**config.mk**
```make
export PLATFORM = sky130hd
export DESIGN_NAME = ila_seq_mux_flat
export DESIGN_NICKNAME = d
export VERILOG_FILES = /design/src/rtl/ila_seq_mux_if.sv /design/src/rtl/ila_seq_mux.sv /design/src/flat_wrapper.sv
export SDC_FILE = /design/constraint.sdc
export NUM_CORES = 1
export LEC_CHECK = 0
export ABC_AREA = 1
export CORE_UTILIZATION = 30
export CTS_BUF_LIST = sky130_fd_sc_hd__clkbuf_4
export DETAILED_ROUTE_END_ITERATION = 10
export PLACE_DENSITY = 0.7
export SYNTH_ARGS = -nofsm -noshare
export SYNTH_HDL_FRONTEND = slang
export SYNTH_SLANG_ARGS = --single-unit
```
**constraint.sdc**
```tcl
create_clock -name clk -period 5.5 [get_ports clk]
set_input_delay 1.65 -clock clk [delete_from_list [all_inputs] [get_ports clk]]
set_output_delay 1.65 -clock clk [all_outputs]
set_load 0.1 [all_outputs]
```
**src/rtl/ila_seq_mux_if.sv**
```systemverilog
// rtl/ila_seq_mux_if.sv - select/config inputs and encoder-side octet outputs of ila_seq_mux
interface ila_seq_mux_if;
   logic [2:0]   i_link_mux;
   logic         i_lmfc_clk;
   logic [7:0]   i_user_data;
   logic [111:0] i_cfg_data;
   logic [7:0]   o_data;
   logic         o_is_k;
   logic         o_ila_active;
   logic [7:0]   o_mf_idx;
   logic         o_lmfc_misalign;

   modport master (
      output i_link_mux, i_lmfc_clk, i_user_data, i_cfg_data,
      input  o_data, o_is_k, o_ila_active, o_mf_idx, o_lmfc_misalign
   );

   modport slave (
      input  i_link_mux, i_lmfc_clk, i_user_data, i_cfg_data,
      output o_data, o_is_k, o_ila_active, o_mf_idx, o_lmfc_misalign
   );
endinterface

```
**src/rtl/ila_seq_mux.sv**
```systemverilog
// rtl/ila_seq_mux.sv - per-lane octet source: user data, continuous /K/, or ILA multiframes
module ila_seq_mux #(
   parameter int F         = 1,
   parameter int K         = 32,
   parameter int CFG_BYTES = 14
) (
   input  logic         clk,
   input  logic         rst_n,
   ila_seq_mux_if.slave bus
);
   localparam int L  = F * K;
   localparam int PW = $clog2(L);
   localparam int EW = (PW > 8) ? PW : 8;
   localparam logic [PW-1:0] P_LAST = PW'(L - 1);

   localparam logic [7:0] K28_0 = 8'h1C;
   localparam logic [7:0] K28_3 = 8'h7C;
   localparam logic [7:0] K28_4 = 8'h9C;
   localparam logic [7:0] K28_5 = 8'hBC;

   typedef enum logic [1:0] {IDLE, WAIT_LMFC, ILA} state_t;

   state_t        state_q, state_d;
   logic [PW-1:0] p_q, p_d;
   logic [7:0]    mf_q, mf_d;
   logic [7:0]    data_q, data_d;
   logic          k_q, k_d;
   logic          act_q, act_d;
   logic          mis_q, mis_d;

   logic [7:0]    cfg_oct [CFG_BYTES];
   logic [EW-1:0] p_ext;
   logic [3:0]    cfg_idx;
   logic [7:0]    ila_data;
   logic          ila_k;

   for (genvar n = 0; n < CFG_BYTES; n++) begin : g_cfg
      assign cfg_oct[n] = bus.i_cfg_data[8*n +: 8];
   end

   // Sequencing: p_q is the position of the octet currently on o_data.
   always_comb begin
      state_d = state_q;
      p_d     = p_q;
      mf_d    = mf_q;
      mis_d   = 1'b0;
      if (bus.i_link_mux != 3'd2) begin
         state_d = IDLE;
         p_d     = '0;
         mf_d    = '0;
      end else begin
         case (state_q)
            IDLE, WAIT_LMFC: begin
               state_d = bus.i_lmfc_clk ? ILA : WAIT_LMFC;
               p_d     = '0;
               mf_d    = '0;
            end
            ILA: begin
               if (p_q == P_LAST) begin
                  p_d  = '0;
                  mf_d = (mf_q == 8'hFF) ? mf_q : mf_q + 8'd1;
               end else if (bus.i_lmfc_clk) begin
                  p_d   = '0;
                  mis_d = 1'b1;
               end else begin
                  p_d = p_q + 1'b1;
               end
            end
            default: begin
               state_d = IDLE;
               p_d     = '0;
               mf_d    = '0;
            end
         endcase
      end
   end

   // ILA octet for the position/multiframe about to be emitted.
   always_comb begin
      p_ext    = EW'(p_d);
      cfg_idx  = p_ext[3:0] - 4'd2;
      ila_data = p_ext[7:0];
      ila_k    = 1'b0;
      if (p_d == '0) begin
         ila_data = K28_0;
         ila_k    = 1'b1;
      end else if (p_d == P_LAST) begin
         ila_data = K28_3;
         ila_k    = 1'b1;
      end else if (mf_d == 8'd1 && p_ext == EW'(1)) begin
         ila_data = K28_4;
         ila_k    = 1'b1;
      end else if (mf_d == 8'd1 && p_ext >= EW'(2) && p_ext <= EW'(15)) begin
         ila_data = cfg_oct[cfg_idx];
      end
   end

   always_comb begin
      data_d = K28_5;
      k_d    = 1'b1;
      act_d  = 1'b0;
      if (bus.i_link_mux == 3'd0) begin
         data_d = bus.i_user_data;
         k_d    = 1'b0;
      end else if (bus.i_link_mux == 3'd2 && state_d == ILA) begin
         data_d = ila_data;
         k_d    = ila_k;
         act_d  = 1'b1;
      end
   end

   always_ff @(posedge clk or negedge rst_n) begin
      if (!rst_n) begin
         state_q <= IDLE;
         p_q     <= '0;
         mf_q    <= '0;
         data_q  <= 8'h00;
         k_q     <= 1'b0;
         act_q   <= 1'b0;
         mis_q   <= 1'b0;
      end else begin
         state_q <= state_d;
         p_q     <= p_d;
         mf_q    <= mf_d;
         data_q  <= data_d;
         k_q     <= k_d;
         act_q   <= act_d;
         mis_q   <= mis_d;
      end
   end

   assign bus.o_data          = data_q;
   assign bus.o_is_k          = k_q;
   assign bus.o_ila_active    = act_q;
   assign bus.o_mf_idx        = mf_q;
   assign bus.o_lmfc_misalign = mis_q;
endmodule

```
**src/flat_wrapper.sv**
```systemverilog
// flat-port wrapper written by rule: the top's interface ports become plain ports
module ila_seq_mux_flat 
#(
   parameter int F         = 1,
   parameter int K         = 32,
   parameter int CFG_BYTES = 14
)
  (clk, rst_n, bus_i_link_mux, bus_i_lmfc_clk, bus_i_user_data, bus_i_cfg_data, bus_o_data, bus_o_is_k, bus_o_ila_active, bus_o_mf_idx, bus_o_lmfc_misalign);
  ila_seq_mux_if bus_i ();
  input  logic clk;
  input  logic rst_n;
  input wire logic [$bits(bus_i.i_link_mux)-1:0] bus_i_link_mux;
  input wire logic [$bits(bus_i.i_lmfc_clk)-1:0] bus_i_lmfc_clk;
  input wire logic [$bits(bus_i.i_user_data)-1:0] bus_i_user_data;
  input wire logic [$bits(bus_i.i_cfg_data)-1:0] bus_i_cfg_data;
  output wire logic [$bits(bus_i.o_data)-1:0] bus_o_data;
  output wire logic [$bits(bus_i.o_is_k)-1:0] bus_o_is_k;
  output wire logic [$bits(bus_i.o_ila_active)-1:0] bus_o_ila_active;
  output wire logic [$bits(bus_i.o_mf_idx)-1:0] bus_o_mf_idx;
  output wire logic [$bits(bus_i.o_lmfc_misalign)-1:0] bus_o_lmfc_misalign;
  assign bus_i.i_link_mux = bus_i_link_mux;
  assign bus_i.i_lmfc_clk = bus_i_lmfc_clk;
  assign bus_i.i_user_data = bus_i_user_data;
  assign bus_i.i_cfg_data = bus_i_cfg_data;
  assign bus_o_data = bus_i.o_data;
  assign bus_o_is_k = bus_i.o_is_k;
  assign bus_o_ila_active = bus_i.o_ila_active;
  assign bus_o_mf_idx = bus_i.o_mf_idx;
  assign bus_o_lmfc_misalign = bus_i.o_lmfc_misalign;
  ila_seq_mux #(.F(F), .K(K), .CFG_BYTES(CFG_BYTES)) u_core (.clk(clk), .rst_n(rst_n), .bus(bus_i));
endmodule
```
Yosys cells after proc, flatten, opt, wreduce, memory -nomap -nowiden
Index checks and enable logic that the tools add are counted.
{"block": "totals", "out_inout_bits": 19, "inputBits": 126, "word_cells": 63, "regBits": 26}
{"block": "op_classes", "n_bitwise": 1, "mux": 31, "magnitude_cmp": 3, "n_eq_ne": 10, "n_reduce_logical": 8, "addsub": 3}
{"cell": "$mux W8", "n": 12}
{"cell": "$bmux W8 S4", "n": 1}
{"cell": "$mux W5", "n": 4}
{"cell": "$mux W1", "n": 11}
{"cell": "$eq A5 B5 Y1 const B", "n": 2}
{"cell": "$add A8 B1 Y8 const B", "n": 1}
{"cell": "$eq A8 B1 Y1 const B", "n": 1}
{"cell": "$eq A8 B8 Y1 const B", "n": 1}
{"cell": "$add A5 B1 Y5 const B", "n": 1}
{"cell": "$eq A5 B1 Y1 const B", "n": 1}
{"cell": "$ge A5 B2 Y1 const B", "n": 1}
{"cell": "$ge A5 B5 Y1 const B", "n": 1}
{"cell": "$le A5 B4 Y1 const B", "n": 1}
{"cell": "$logic_not A5 Y1", "n": 1}
{"cell": "$not A4 Y5", "n": 1}
{"cell": "$eq A2 B2 Y1 const B", "n": 2}
{"cell": "$logic_and A1 B1 Y1", "n": 4}
{"cell": "$mux W2", "n": 2}
{"cell": "$pmux W2 S2", "n": 1}
{"cell": "$sub A4 B2 Y4 const B", "n": 1}
{"cell": "$eq A3 B2 Y1 const B", "n": 1}
{"cell": "$logic_not A3 Y1", "n": 1}
{"cell": "$ne A3 B2 Y1 const B", "n": 1}
{"cell": "$eq A2 B1 Y1 const B", "n": 1}
{"cell": "2 further kinds", "n": 2}

Depth between registers and ports, before layout
Gate-level depths: netlist of the first run.
{"block": "depth", "ltp_word": 16, "mapped_depth": 21, "depth_no_buf": 20}

Least setup slack after synthesis of the first run
OpenSTA, ideal clock, no wires.
{"block": "synth_timing", "path_type": "input to register", "start": "input port bus_i_link_mux[2]", "end": "register u_core.data_q[2] (netlist: u_core.bus.o_data[2])", "setup_ns": 0.113, "n_path_buf": 2, "stages": 15, "path_slack_ns": 1.876, "required_time_ns": 5.387, "arrival_ns": 3.512, "cell_sequence": "nor2_2 -> nand2_4 -> nor2_8 -> nand3_2 -> ha_1 -> clkbuf_1 -> inv_1 -> clkbuf_1 -> nand4_1 -> nand3_1 -> nand2_1 -> nand2_1 -> nand3_1 -> nand2_1 -> inv_1"}
{"block": "synth_via", "elab_chain_cells": 13, "word_cells_on_any_way": 28}
{"item": "start, declared", "line": "flat_wrapper.sv:12", "rtl": "input wire logic [$bits(bus_i.i_link_mux)-1:0] bus_i_link_mux;"}
{"item": "$ne A3 B2 Y1", "line": "ila_seq_mux.sv:47", "rtl": "if (bus.i_link_mux != 3'd2) begin"}
{"item": "$mux W5", "line": "ila_seq_mux.sv:47"}
{"item": "$sub A4 B2 Y4", "line": "ila_seq_mux.sv:81", "rtl": "cfg_idx = p_ext[3:0] - 4'd2;"}
{"item": "$not A4 Y5 (implied by the code)", "line": "ila_seq_mux.sv:94", "rtl": "ila_data = cfg_oct[cfg_idx];"}
{"item": "$bmux W8 S4", "line": "ila_seq_mux.sv:94"}
{"item": "$mux W8 (implied by the code) (2 in a row)", "line": "ila_seq_mux.sv:94"}
{"item": "$mux W8", "line": "ila_seq_mux.sv:93", "rtl": "end else if (mf_d == 8'd1 && p_ext >= EW'(2) && p_ext <= EW'(15)) begin"}
{"item": "$mux W8", "line": "ila_seq_mux.sv:90", "rtl": "end else if (mf_d == 8'd1 && p_ext == EW'(1)) begin"}
{"item": "$mux W8", "line": "ila_seq_mux.sv:87", "rtl": "end else if (p_d == P_LAST) begin"}
{"item": "$mux W8", "line": "ila_seq_mux.sv:84", "rtl": "if (p_d == '0) begin"}
{"item": "$mux W8", "line": "ila_seq_mux.sv:105", "rtl": "end else if (bus.i_link_mux == 3'd2 && state_d == ILA) begin"}
{"item": "$mux W8 *", "line": "ila_seq_mux.sv:102", "rtl": "if (bus.i_link_mux == 3'd0) begin"}
{"item": "net u_core.data_d[2]", "line": "ila_seq_mux.sv:26", "rtl": "logic [7:0] data_q, data_d;"}
{"item": "end signal, assigned", "line": "ila_seq_mux.sv:125", "rtl": "data_q <= data_d;"}
{"item": "end, declared", "line": "ila_seq_mux.sv:26"}
Mark *: on every way through the listed nets, which the timed path passes. The rest lies on a longest branch. The select of a mux whose other input is x is not followed.

Final worst setup path of the first run
{"block": "layout_timing", "start": "input port bus_i_link_mux[2]", "end": "register u_core.data_q[5] (netlist: u_core.bus.o_data[5])"}
Same word-level chain as after synthesis.

==> results of run 1 <==
## metal layers
metal | vias to the layer above | global-route usage
met5 | - | 0
met4 | 0 | 0.0701
met3 | 20 | 0.0401
met2 | 145 | 0.352
met1 | 1547 | 0.245
li1 | 1782 | -
## metrics by stage
step	power, mW	hold slack, ps	worst slack, ps	instances
final	0.424	519	1390	733
after global routing	0.445	548	1060	733
after CTS	0.427	516	1400	733
after detailed placement	0.345	497	1060	729
after global placement	0.344	493	1120	729
after floorplan	0.239	472	1880	467
## final cells by class
| type | count | area share |
|---|---|---|
| inverter | 64 | 0.0542 |
| tap | 129 | 0.0364 |
| clock inverter | 1 | 0.000847 |
| clock buffer | 3 | 0.00508 |
| timing repair buffer | 146 | 0.329 |
| multi-input combinational | 364 | 0.428 |
| sequential | 26 | 0.147 |
## cells in the mapped netlist
master | n | area share
nand4_1 | 15 | 0.033
a21oi_1 | 9 | 0.016
a22o_1 | 2 | 0.0061
o22a_1 | 2 | 0.0061
ha_1 | 6 | 0.026
nor3_1 | 15 | 0.026
nand3b_1 | 6 | 0.016
or2_0 | 4 | 0.0087
nand2_4 | 7 | 0.028
o21ai_0 | 5 | 0.0087
nand2_1 | 146 | 0.19
o21ai_2 | 1 | 0.0031
nor2_4 | 5 | 0.020
clkinv_1 | 1 | 0.0013
a211oi_1 | 2 | 0.0052
nor3_2 | 2 | 0.0070
inv_1 | 56 | 0.073
nor2_8 | 3 | 0.021
nand3_2 | 3 | 0.010
o2111ai_1 | 3 | 0.0092
clkbuf_1 | 4 | 0.0052
buf_6 | 2 | 0.0079
nand3_1 | 50 | 0.087
o21a_1 | 1 | 0.0026
nand4_2 | 1 | 0.0044
nor4_1 | 1 | 0.0022
inv_2 | 7 | 0.0092
buf_4 | 2 | 0.0052
xor2_1 | 1 | 0.0031
nor2_2 | 4 | 0.0087
nand2_2 | 4 | 0.0087
a22oi_1 | 8 | 0.021
dfrtp_1 | 26 | 0.23
or2_2 | 2 | 0.0044
nor2_1 | 52 | 0.068
buf_2 | 5 | 0.0087
o211ai_1 | 4 | 0.010
## report_power, final
part | internal (mW) | total, mW | switching [mW] | leakage (nW)
registers | 0.194 | 0.196 | 0.00170 | 0.334
logic | 0.0909 | 0.145 | 0.0538 | 1.77
clock network | 0.0266 | 0.0839 | 0.0572 | 0.0154
## sequential cells by signal, indices dropped and copies added (netlist names)
| register | cells |
|---|---|
| u_core.bus.o_data | 8 |
| u_core.bus.o_ila_active | 1 |
| u_core.bus.o_is_k | 1 |
| u_core.bus.o_lmfc_misalign | 1 |
| u_core.bus.o_mf_idx | 8 |
| u_core.p_q | 5 |
| u_core.state_q | 2 |
## final timing paths
check	end	slack, ps	cells after the start
max in group asynchronous	u_core.bus.o_data[3]	3570	2
worst min-delay path	u_core.bus.o_ila_active	520	1
min in group asynchronous	u_core.bus.o_ila_active	1670	2
worst max-delay path	u_core.bus.o_data[5]	1390	18
worst max register to register	u_core.bus.o_data[5]	2090	17
worst min register to register	u_core.bus.o_ila_active	520	1
## worst max-delay path: cells and delay by family
family | cells | cell delay, ps
fa+ha+maj | 1 | 320
buf+inv | 4 | 1080
simple gates | 11 | 1030
compound gates | 2 | 270
## kinds of logic after synthesis
family	after synthesis	synth area share
AOI/OAI and AO/OA	37	0.0883
xor gates and xnor gates	1	0.00306
adders and majority gates	6	0.0262
buffers and inverters	77	0.111
DFF	26	0.227
and+or+nand+nor	320	0.544
==> results_dict.tcl, run 1 <==
set metrics [dict create \
    peakVddDrop_v 0.0000499 \
    fillers 994 \
    htreeDepth 1 \
    tritoncts "built" \
    post_cts_buffers 0 \
    synth-seq-cells 26 \
    drtPass1Iterations 4 \
    worstSetupStartpoint "bus_i_link_mux[2]" \
    drv_slew 0 \
    seq_area_um2 651 \
    required_ps 5770 \
    dr_wl_met3_um 736 \
    post-route-util 0.479 \
    r2r-start "u_core.p_q[0]" \
    final_area_um2 4430 \
    antenna_cells 0 \
    max_freq_mhz 243 \
    cts_root_buf "clkbuf_4" \
    clock_sinks 26 \
    grt_max_degree 27 \
    drc_errors 0 \
    critPathMaxStageDelay_ps 410 \
    yosys_warnings 0 \
    cp.arrival_ps 4380 \
    critPathLaunchType "input pin" \
    holdCritStartpoint "u_core.state_q[0]" \
    min_path_type "reg -> reg" \
    wl_mm 9.97 \
    grt_pass1_wl_mm 16.0 \
    outcome "complete, no violations" \
    p_per_area_nw_per_um2 95.8 \
    fin_nets 737 \
    finalSetupViolCount 0 \
    drt_iter0_markers 217 \
    met1_length_mm 4.15 \
    synth.avg_cell_area_um2 6.13 \
    placed_area_um2 4400 \
    clk_path_buf_depth 2 \
    path_clk_slew_ps 140 \
    final_common_cell "nand2_1" \
    synth.distinct_cells 37 \
    finalHoldViolCount 0 \
    grt_pass1_vias 3395 \
    syn_area_um2 2860 \
    hold_buffers 0 \
    crit_fanout 17 \
    num_rows 35 \
    gp_congestion 0.916 \
    route.met2.wl_mm 4.85 \
    critPathSlowestCell "clkdlybuf4s50_1" \
    relSlewSlack 0.320 \
    die_w_um 99.7 \
    clk_latency_ps 330 \
    overflow 0 \
    power.leakage_nw 2.12 \
    drtAntennaViolNets 0 \
    highest_layer "met4" \
    coreArea_um2 9240 \
    fin_crit_sh 0.747 \
    antenna_found_initial 0 \
    tns_ps 0 \
    worstMarginPinSlew_ps 1020 \
    port-buffer-count 144 \
    dieArea_um2 9940 \
    fp.dieH_um 99.7 \
    gr-usage-all-layers 0.201 \
    synth_nets 599 \
    hpwlAfterDp_mm 8.17 \
    vias 3494 \
    syn_inst 467 \
    areaGrowthSynthToFinish_pct 54.7 \
    min_period_ps 4110 \
    numCtsBuffers 3 \
    multi_input_area_um2 1900 \
    rsz0062_at_grt "no" \
    drt-vias-per-instance 4.77 \
    clock_skew_ps 6.69 \
    cpMostUsedCell "nand2_1" \
    ios 145 \
    initial_core_util 0.310 \
    layout_common_cells "nand2_1 (146), clkdlybuf4s50_1 (144), inv_1 (56)" \
    end_kind "register" \
    crit_type "in -> reg" \
    cap_viol_max_count 0 \
    drive_above_1_share 0.0728 \
    cts_resized 0 \
    ys_seq_area_frac 0.227 \
    path_cells "clkdlybuf4s50_1 -> nor2_2 -> nand2_4 -> nor2_8 -> nand3_2 -> ha_1 -> buf_4 -> inv_1 -> o21ai_0 -> inv_1 -> nand2_1 -> nand2_1 -> nand2_1 -> nand2_1 -> nand3_1 -> nand2_1 -> nand2_1 -> a21oi_1" \
    wl_per_cell_um 13.6 \
]
Note: power is estimated with default switching activity, not from simulation.
==> run 2: changes to the inputs <==
==> constraint.sdc (replaced) <==
create_clock -name clk -period 3.9 [get_ports clk]
set_input_delay 1.17 -clock clk [delete_from_list [all_inputs] [get_ports clk]]
set_output_delay 1.17 -clock clk [all_outputs]
set_load 0.1 [all_outputs]
==> results_dict.tcl, run 2 (same netlist as run 1, synthesis figures left out) <==
set metrics [dict create \
    port-buffer-count 144 \
    drt_iter0_markers 218 \
    clk_latency_ps 320 \
    power.leakage_nw 2.15 \
    critPathSlowestCell "clkdlybuf4s50_1" \
    rr_worst_depth 16 \
    finalSetupViolCount 0 \
    grt_max_degree 27 \
    vias 3480 \
    holdCritStartpoint "u_core.state_q[0]" \
    r2r-end "u_core.bus.o_data[5]" \
    gp_congestion 0.906 \
    cts_resized 0 \
    clock_skew_ps 5.95 \
    die_w_um 99.7 \
    p_per_area_nw_per_um2 134 \
    critPathMaxStageDelay_ps 480 \
    end_kind "register" \
    num_rows 35 \
    path_delay_family "buffers and inverters" \
    final_common_cell "nand2_1" \
    hpwlAfterDp_mm 8.13 \
    dieArea_um2 9940 \
    htreeDepth 1 \
    gr-usage-all-layers 0.200 \
    min_period_ps 3290 \
    crit_fanout 13 \
    path_clk_slew_ps 130 \
    tritoncts "built" \
    grt_pass1_vias 3454 \
    cp.buffers_inverters 5 \
    min_path_cells 1 \
    cts_root_buf "clkbuf_4" \
    worstMarginPinSlew_ps 971 \
    r2r-start "u_core.p_q[0]" \
    cpMostUsedCell "nand2_1" \
    drc_errors 0 \
    fin_nets 739 \
    cp_num_cells 17 \
    drt-vias-per-instance 4.74 \
    wl_mm 9.74 \
    peakVddDrop_v 0.0000910 \
    overflow 0 \
    numCtsBuffers 3 \
    drive_above_1_share 0.101 \
    cp.arrival_ps 3480 \
    clk_path_buf_depth 2 \
    ios 145 \
    reg2reg_setup_slack_ps 850 \
    fp.dieH_um 99.7 \
    crit_type "in -> reg" \
    initial_core_util 0.310 \
    fin_cells 734 \
    placed_area_um2 4380 \
    critPathLaunchType "input pin" \
    tns_ps 0 \
    rsz0062_at_grt "no" \
    outcome "complete, no violations" \
    fin_crit_sh 0.842 \
    hold_buffers 0 \
    final_area_um2 4400 \
    drv_slew 0 \
    cap_viol_max_count 0 \
    antenna_cells 0 \
    antenna_found_initial 0 \
    clock_sinks 26 \
    relSlewSlack 0.351 \
    coreArea_um2 9240 \
    grt_pass1_wl_mm 15.9 \
    areaGrowthSynthToFinish_pct 53.8 \
    required_ps 4090 \
    drtPass1Iterations 4 \
    max_freq_mhz 304 \
    layout_common_cells "nand2_1 (146), clkdlybuf4s50_1 (129), inv_1 (56)" \
    drtAntennaViolNets 0 \
    finalHoldViolCount 0 \
    min_path_type "reg -> reg" \
    hold_ws_ps 518 \
    wl_per_cell_um 13.3 \
    fin_total_pwr_uw 590 \
    placed_cells 731 \
    whs_endpoint "u_core.bus.o_ila_active" \
    path_cells "clkdlybuf4s50_1 -> inv_1 -> nand3_1 -> nor2_8 -> nand2_4 -> ha_1 -> inv_1 -> buf_4 -> nand3_1 -> nand2_1 -> clkinv_1 -> nand2_1 -> nand2_1 -> nand3_1 -> nand2_1 -> nand2_1 -> a21oi_1" \
    post_cts_buffers 0 \
]
run 2: cell count changes in the layout (fill, tap and decap cells not counted), sizes merged:
cell,change
buf,+17
clkdlybuf4s50,-15
clkinv,-1
run 2: how the worst max path moves through the flow:
stage                            to         startpoint  slack, ps
2_1_floorplan  u_core.bus.o_data[2]  bus_i_link_mux[2]        760
3_3_place_gp   u_core.bus.o_data[5]  bus_i_link_mux[2]        340
3_5_place_dp   u_core.bus.o_data[5]  bus_i_link_mux[2]        270
4_1_cts        u_core.bus.o_data[5]  bus_i_link_mux[2]        610
5_1_grt        u_core.bus.o_data[5]     bus_i_lmfc_clk        340
6_report       u_core.bus.o_data[5]     bus_i_lmfc_clk        610
run 2: worst register-to-register path, stage by stage (launching register included):
cell and delay [ps]:
dfrtp_1 490, ha_1 640, nand3_1 260, nor2_8 200, nand2_4 110, ha_1 300
inv_1 140, buf_4 210, nand3_1 90, nand2_1 60, clkinv_1 50, nand2_1 60
nand2_1 60, nand3_1 80, nand2_1 50, nand2_1 50, a21oi_1 60
run 2: per-stage QoR:
stage | worst slack [ps] | util
floorplan | 756 | -
global placement | 344 | 0.474
detailed placement | 269 | 0.474
CTS | 613 | 0.477
global route | 340 | 0.477
finish | 614 | 0.477
run 2: routing by layer:
layer  vias up  routed length, um  global-route usage
li1       1785                  -                   -
met1      1529               4080               0.239
met2       153               4750               0.369
met3        13                752              0.0323
met4         0                151              0.0475
met5         -                  0                   0
run 2: layout make-up:
cell class	count	area (um2)
clock buffer	3	22.5
inverter	64	240
multi-input combinational	364	1900
tap	129	161
sequential	26	651
timing repair buffer	148	1430
fill	942	4840
run 2: report_power, final:
group          switching, mW  total, mW  leakage [nW]  internal, mW
Clock                 0.0751      0.111        0.0138        0.0362
Sequential           0.00229      0.276         0.334         0.274
Combinational         0.0759      0.203          1.80         0.127
Total                  0.153      0.590          2.15         0.437
==> run 3: changes to the inputs <==
--- a/config.mk
+++ b/config.mk
@@ -9,7 +9,7 @@
 export CORE_UTILIZATION = 30
 export CTS_BUF_LIST = sky130_fd_sc_hd__clkbuf_4
 export DETAILED_ROUTE_END_ITERATION = 10
-export PLACE_DENSITY = 0.7
+export PLACE_DENSITY = 0.73
 export SYNTH_ARGS = -nofsm -noshare
 export SYNTH_HDL_FRONTEND = slang
 export SYNTH_SLANG_ARGS = --single-unit
==> constraint.sdc (replaced) <==
create_clock -name clk -period 3 [get_ports clk]
set_input_delay 0.9 -clock clk [delete_from_list [all_inputs] [get_ports clk]]
set_output_delay 0.9 -clock clk [all_outputs]
set_load 0.1 [all_outputs]
==> results_dict.tcl, run 3 (same netlist as run 1, synthesis figures left out) <==
set metrics [dict create \
    outcome "complete, no violations" \
    path_clk_slew_ps 150 \
    critPathLaunchType "input pin" \
    grt_pass1_vias 3650 \
    grt_max_degree 27 \
    port-buffer-count 144 \
    min_path_type "reg -> reg" \
    clk_path_buf_depth 2 \
    tritoncts "built" \
    fillers 898 \
    max_freq_mhz 365 \
    antenna_cells 0 \
    grt_pass1_wl_mm 16.2 \
    worstMarginPinSlew_ps 552 \
    finalHoldViolCount 0 \
    ios 145 \
    vias 3648 \
    overflow 0 \
    relSlewSlack 0.630 \
    drv_slew 0 \
    critPathMaxStageDelay_ps 410 \
    cp.arrival_ps 2980 \
    multi_input_area_um2 1920 \
    post-route-util 0.511 \
    crit_type "in -> reg" \
    required_ps 3240 \
    coreArea_um2 9240 \
    hold_ws_ps 539 \
    drive_above_1_share 0.157 \
    p_sw_uw 207 \
    min_period_ps 2740 \
    min_path_cells 1 \
    numCtsBuffers 3 \
    critPathSlowestCell "clkdlybuf4s50_1" \
    fin_nets 769 \
    fp.dieH_um 99.7 \
    die_w_um 99.7 \
    power_frac_comb 0.349 \
    drtAntennaViolNets 0 \
    rsz0062_at_grt "no" \
    final_area_um2 4720 \
    clock_sinks 26 \
    gp_congestion 0.899 \
    htreeDepth 1 \
    crit_fanout 6 \
    layout_common_cells "nand2_1 (146), clkdlybuf4s50_1 (125), inv_1 (55)" \
    switching_share 0.265 \
    num_rows 35 \
    fin_crit_sh 0.912 \
    power.leakage_nw 2.32 \
    drt-vias-per-instance 4.77 \
    end_kind "register" \
    drc_errors 0 \
    hpwlAfterDp_mm 8.38 \
    p_int_uw 576 \
    finalSetupViolCount 0 \
    pwr-share-seq 0.458 \
    drtPass1Iterations 7 \
    clk_latency_ps 320 \
    peakVddDrop_v 0.000131 \
    placed_area_um2 4660 \
    hold_buffers 0 \
    path_cells "clkdlybuf4s50_1 -> nor2_2 -> nand2_4 -> nor2_8 -> nand3_2 -> ha_1 -> inv_2 -> o21ai_0 -> nand3b_1 -> nand3_1 -> nand3_1 -> nand2_1 -> nand2_1 -> a21oi_1" \
    clock_skew_ps 17.1 \
    wl_mm 9.94 \
    dieArea_um2 9940 \
    seq_area_um2 652 \
    final_common_cell "nand2_1" \
    cts_root_buf "clkbuf_4" \
    cap_viol_max_count 0 \
    drt_iter0_markers 176 \
    wl_per_cell_um 13.0 \
    rr_worst_depth 17 \
    areaGrowthSynthToFinish_pct 64.9 \
    p_per_area_nw_per_um2 166 \
    gr-usage-all-layers 0.201 \
    initial_core_util 0.310 \
    pwr-share-clk 0.193 \
    antenna_found_initial 0 \
    fin_total_pwr_uw 783 \
]
## run 3: power by group through the flow
stage               registers [mW]  clock network (mW)  logic, mW
finish                       0.359               0.151      0.273
CTS                          0.359               0.159      0.275
floorplan                    0.398                   0     0.0392
global placement             0.365                   0      0.272
global route                 0.359               0.175      0.291
detailed placement           0.365                   0      0.274
## run 3: metrics by stage
stage | setup TNS (ps) | setup WS, ps | std cells
5_1_grt | 0 | 35.0 | 765
2_1_floorplan | 0 | 126 | 467
4_1_cts | 0 | 58.2 | 764
6_report | 0 | 263 | 765
3_5_place_dp | -691 | -133 | 760
3_3_place_gp | -375 | -88.2 | 760
## run 3: critical path, delay by kind of cell
kind	cells	cell delay, ps
compound gates	2	210
fa+ha+maj	1	340
buf+inv	2	530
simple gates	9	1000
## run 3: final cells by class
cell class | instances | area share
multi-input cells | 364 | 0.406
repair buffers | 178 | 0.366
flip-flops and latches | 26 | 0.138
inverters | 64 | 0.0509
well taps | 129 | 0.0342
clock buffers | 3 | 0.00477
clock inverters | 1 | 0.000795
## run 3: worst paths after layout
kind                              startpoint                      end  slack (ps)
min in group asynchronous              rst_n  u_core.bus.o_ila_active         920
max reg2reg                    u_core.p_q[0]     u_core.bus.o_data[7]         290
max in group asynchronous              rst_n     u_core.bus.o_data[6]        1800
min reg2reg                u_core.state_q[0]  u_core.bus.o_ila_active         540
min                        u_core.state_q[0]  u_core.bus.o_ila_active         540
max                        bus_i_link_mux[2]     u_core.bus.o_data[7]         260
## run 3: routing by layer
metal	global-route usage	vias to the layer above	share of wire
li1	-	1855	-
met1	0.229	1606	0.41
met2	0.372	161	0.50
met3	0.0309	26	0.065
met4	0.0781	0	0.030
met5	0	-	0
## run 3: timing repair
item / 4_1_cts / 5_1_grt
gates resized for setup: 0 / 7
hold endpoints to repair: 0 / 0
setup buffers: 0 / 1
setup endpoints to repair: 0 / 9
==> patch: new RTL, config.mk and constraints of run 3 <==
`CFG_BYTES` is set to 14 in 2 places; all go to 13.
--- a/src/rtl/ila_seq_mux.sv
+++ b/src/rtl/ila_seq_mux.sv
@@ -2,7 +2,7 @@
 module ila_seq_mux #(
    parameter int F         = 1,
    parameter int K         = 32,
-   parameter int CFG_BYTES = 14
+   parameter int CFG_BYTES = 13
 ) (
    input  logic         clk,
    input  logic         rst_n,
--- a/src/flat_wrapper.sv
+++ b/src/flat_wrapper.sv
@@ -3,7 +3,7 @@
 #(
    parameter int F         = 1,
    parameter int K         = 32,
-   parameter int CFG_BYTES = 14
+   parameter int CFG_BYTES = 13
 )
   (clk, rst_n, bus_i_link_mux, bus_i_lmfc_clk, bus_i_user_data, bus_i_cfg_data, bus_o_data, bus_o_is_k, bus_o_ila_active, bus_o_mf_idx, bus_o_lmfc_misalign);
   ila_seq_mux_if bus_i ();
Function: no difference found for any inputs over 10 cycles, from zero or initial values and one cycle with rst_n low; that may be too few to reach the edited logic, so the function may still have changed.
==> patch against run 3 <==
Sequential cell count unchanged. Routed wire length down 11%. Worst hold slack worse by 53 ps. Final area decreased by 5.7%. Critical path depth grew 3. Synthesized area is 8.3% lower. Non-clock buffer count up 7. Total power decreased by 4.1%. Worst setup slack lost 120 ps. First-iteration DRC count fell by 53%. Sequential share of layout area is 0.80 points higher. Core utilization grew 2.3 points. Clock skew fell by 6.7 ps.
==> patch: results (changes against run 3) <==
Sorting the synthesized cells by how often they occur yields 126 x sky130_fd_sc_hd__nand2_1, 56 x sky130_fd_sc_hd__inv_1, 46 x sky130_fd_sc_hd__nor2_1. For the clock share of power, the log shows 18.7% (-0.6 points). The largest driver fanout on the critical path was 5 (-1). The run gives 4385 um^2 (-6.0%) as the standard cell area after detailed placement. The antenna diode count is 0 (unchanged), and the via count of the first global-routing pass is 3,309 (-9.3%). For the pin count of the biggest net entering global routing, the log shows 27 (unchanged). The cell leakage power came out at 2.176 nW (-6.2%).

Mean instance size in the synthesized netlist: 6.079 um^2 (-0.87%). In this run the worst hold path is classified as reg2reg. The maximum vdd ir drop was 0.0001061 V (-19%). Largest delay contributor family on the critical path: simple AND/OR/NAND/NOR gates. The critical path data arrival time was 3090 ps (+110 ps).

The run gives 33.6% (-1.3 points) as the combinational share of power. The DRC marker count from the first detailed-route iteration is 83 (-53%), and the clock transition at the registers of the reported paths is 130 ps (-20 ps). Share of flip-flops with an asynchronous set or reset after synthesis: 100.0% (unchanged). The flow ran to the end, and the final reports show no timing, DRC or antenna violations.

The detail-routed net length per standard cell works out to 12.38 um (-4.7%). The root cell of the clock tree is sky130_fd_sc_hd__clkbuf_4. The logs give 10.37 ps (-6.680 ps) for the final worst clock skew and 24.77% (+2.1 points) for the share of synthesized area occupied by flip-flops and latches. The placer's final routability congestion estimate was 0.8538 (-5.0%). The number of warning messages in the yosys log was 0 (unchanged). The logs give 1 (unchanged) for the deepest level of the CTS H-tree and 744 (-3.3%) for the number of nets in the layout. The number of distinct library cells after synthesis came out at 38 (+2.7%). The latest clock arrival within the worst-skew pair is 310 ps, and the share of layout cells above drive strength 1 is 20.00% (+4.3 points). The met1 demand-to-capacity share in global routing came out at 21.99% (-0.92 points). The tools report the number of antenna violations at the first check in global routing as 0 (unchanged).

The clock buffer count from CTS is 3 (unchanged). The cell type of the slowest stage on the worst timing path was sky130_fd_sc_hd__clkdlybuf4s50_1. Switching power: 0.0001879 W (-9.3%).

The wire length of the first global-routing pass is 14,040 um (-13%), and the worst-margin pin slew is 445.4 ps (-106.2 ps). The detailed-routing iteration count for the pre-antenna-repair pass is 4 (-3). After synthesis, the cell types taking the most area are sky130_fd_sc_hd__dfrtp_1 25%, sky130_fd_sc_hd__nand2_1 18%, sky130_fd_sc_hd__nand3_1 8.4%, sky130_fd_sc_hd__inv_1 8.0%, sky130_fd_sc_hd__nor2_1 6.6%.

The logs give 3,353 (-8.1%) for the vias after detailed routing and 19.53% (-0.55 points) for the total track usage. The global-route met3 utilization is 3.429% (+0.34 points), and the half-perimeter wire length after detailed placement is 7718 um (-7.9%). Among all flip-flop cells after synthesis, the most frequent one is sky130_fd_sc_hd__dfrtp_1.

The number of buffers between clock root and the deepest sink came out at 2 (unchanged). The global routing usage on met2 came out at 37.20% (-0.039 points). The quantity of I/O buffers inserted on ports is 136 (-5.6%), and the number of nets in the synthesized netlist is 564 (-5.8%).

The maximum cell stage delay along the critical path came out at 410 ps (about the same).
-- patch: changes by cell type after synthesis, moves of 4 or more --
cell | run 3 | this run
sky130_fd_sc_hd__nand2_1 | 146 | 126
sky130_fd_sc_hd__nor3_1 | 15 | 4
sky130_fd_sc_hd__nand2_2 | 4 | 12
sky130_fd_sc_hd__nand3_1 | 50 | 44
sky130_fd_sc_hd__nor2_1 | 52 | 46
sky130_fd_sc_hd__a21oi_1 | 9 | 14
sky130_fd_sc_hd__o21ai_0 | 5 | 10
sky130_fd_sc_hd__or2_2 | 2 | 7
sky130_fd_sc_hd__a22oi_1 | 8 | 4
sky130_fd_sc_hd__nand2_4 | 7 | 3
sky130_fd_sc_hd__o22ai_1 | 0 | 4
-- patch: repair_timing --
| action | 4_1_cts | 5_1_grt |
|---|---|---|
| setup buffers | 0 | 2 |
| setup endpoints to repair | 0 | 8 |
| gates resized for setup | 0 | 8 |
| hold buffers | 0 | 0 |
-- patch: kinds of logic (layout without fill, tap and decap cells) --
kind of cell,after synthesis,count (layout),synth area share (%)
AOI/OAI and AO/OA,45,45,10.29
xor gates and xnor gates,1,1,0.3336
adders and majority gates,6,6,2.858
buffers and inverters,78,256,12.20
DFF,26,26,24.77
and+or+nand+nor,276,276,49.55
-- patch: area by class of cell --
cell class                 instances  area [um^2]
clock buffer                       3        22.52
tap                              105        131.4
sequential                        26        650.6
timing repair buffer             185         1714
inverter                          68        256.5
multi-input combinational        328         1680
fill                             834         3885
-- patch: final timing paths --
kind / slack (ps) / cells after the start / end / from
worst max-delay path: 140 / 17 / u_core.bus.o_data[7] / bus_i_link_mux[0]
worst min-delay path: 490 / 1 / u_core.bus.o_ila_active / u_core.state_q[0]
worst max register to register: 350 / 18 / u_core.bus.o_data[7] / u_core.p_q[0]
worst min register to register: 490 / 1 / u_core.bus.o_ila_active / u_core.state_q[0]
max in group asynchronous: 1790 / 2 / u_core.bus.o_data[6] / rst_n
min in group asynchronous: 950 / 2 / u_core.bus.o_mf_idx[7] / rst_n
-- patch: through the flow --
stage | TNS (ps) | worst slack, ps | hold WS (ps) | power, W | std cells
after floorplan | 0 | 1.744 | 451.3 | 0.0004345 | 432
after global placement | -1504 | -251.5 | 455.7 | 0.0006157 | 710
after detailed placement | -1758 | -294.2 | 470.3 | 0.0006179 | 710
after CTS | 0 | 18.79 | 489.0 | 0.0007575 | 713
after global routing | -10.56 | -9.359 | 516.6 | 0.0007917 | 715
final | 0 | 139.9 | 485.6 | 0.0007507 | 715
-- patch: per-layer routing --
metal  vias to the layer above  share of wire (%)
li1                       1730                  -
met1                      1494                 40
met2                       115                 51
met3                        14                6.4
met4                         0                2.0
met5                         -                  0
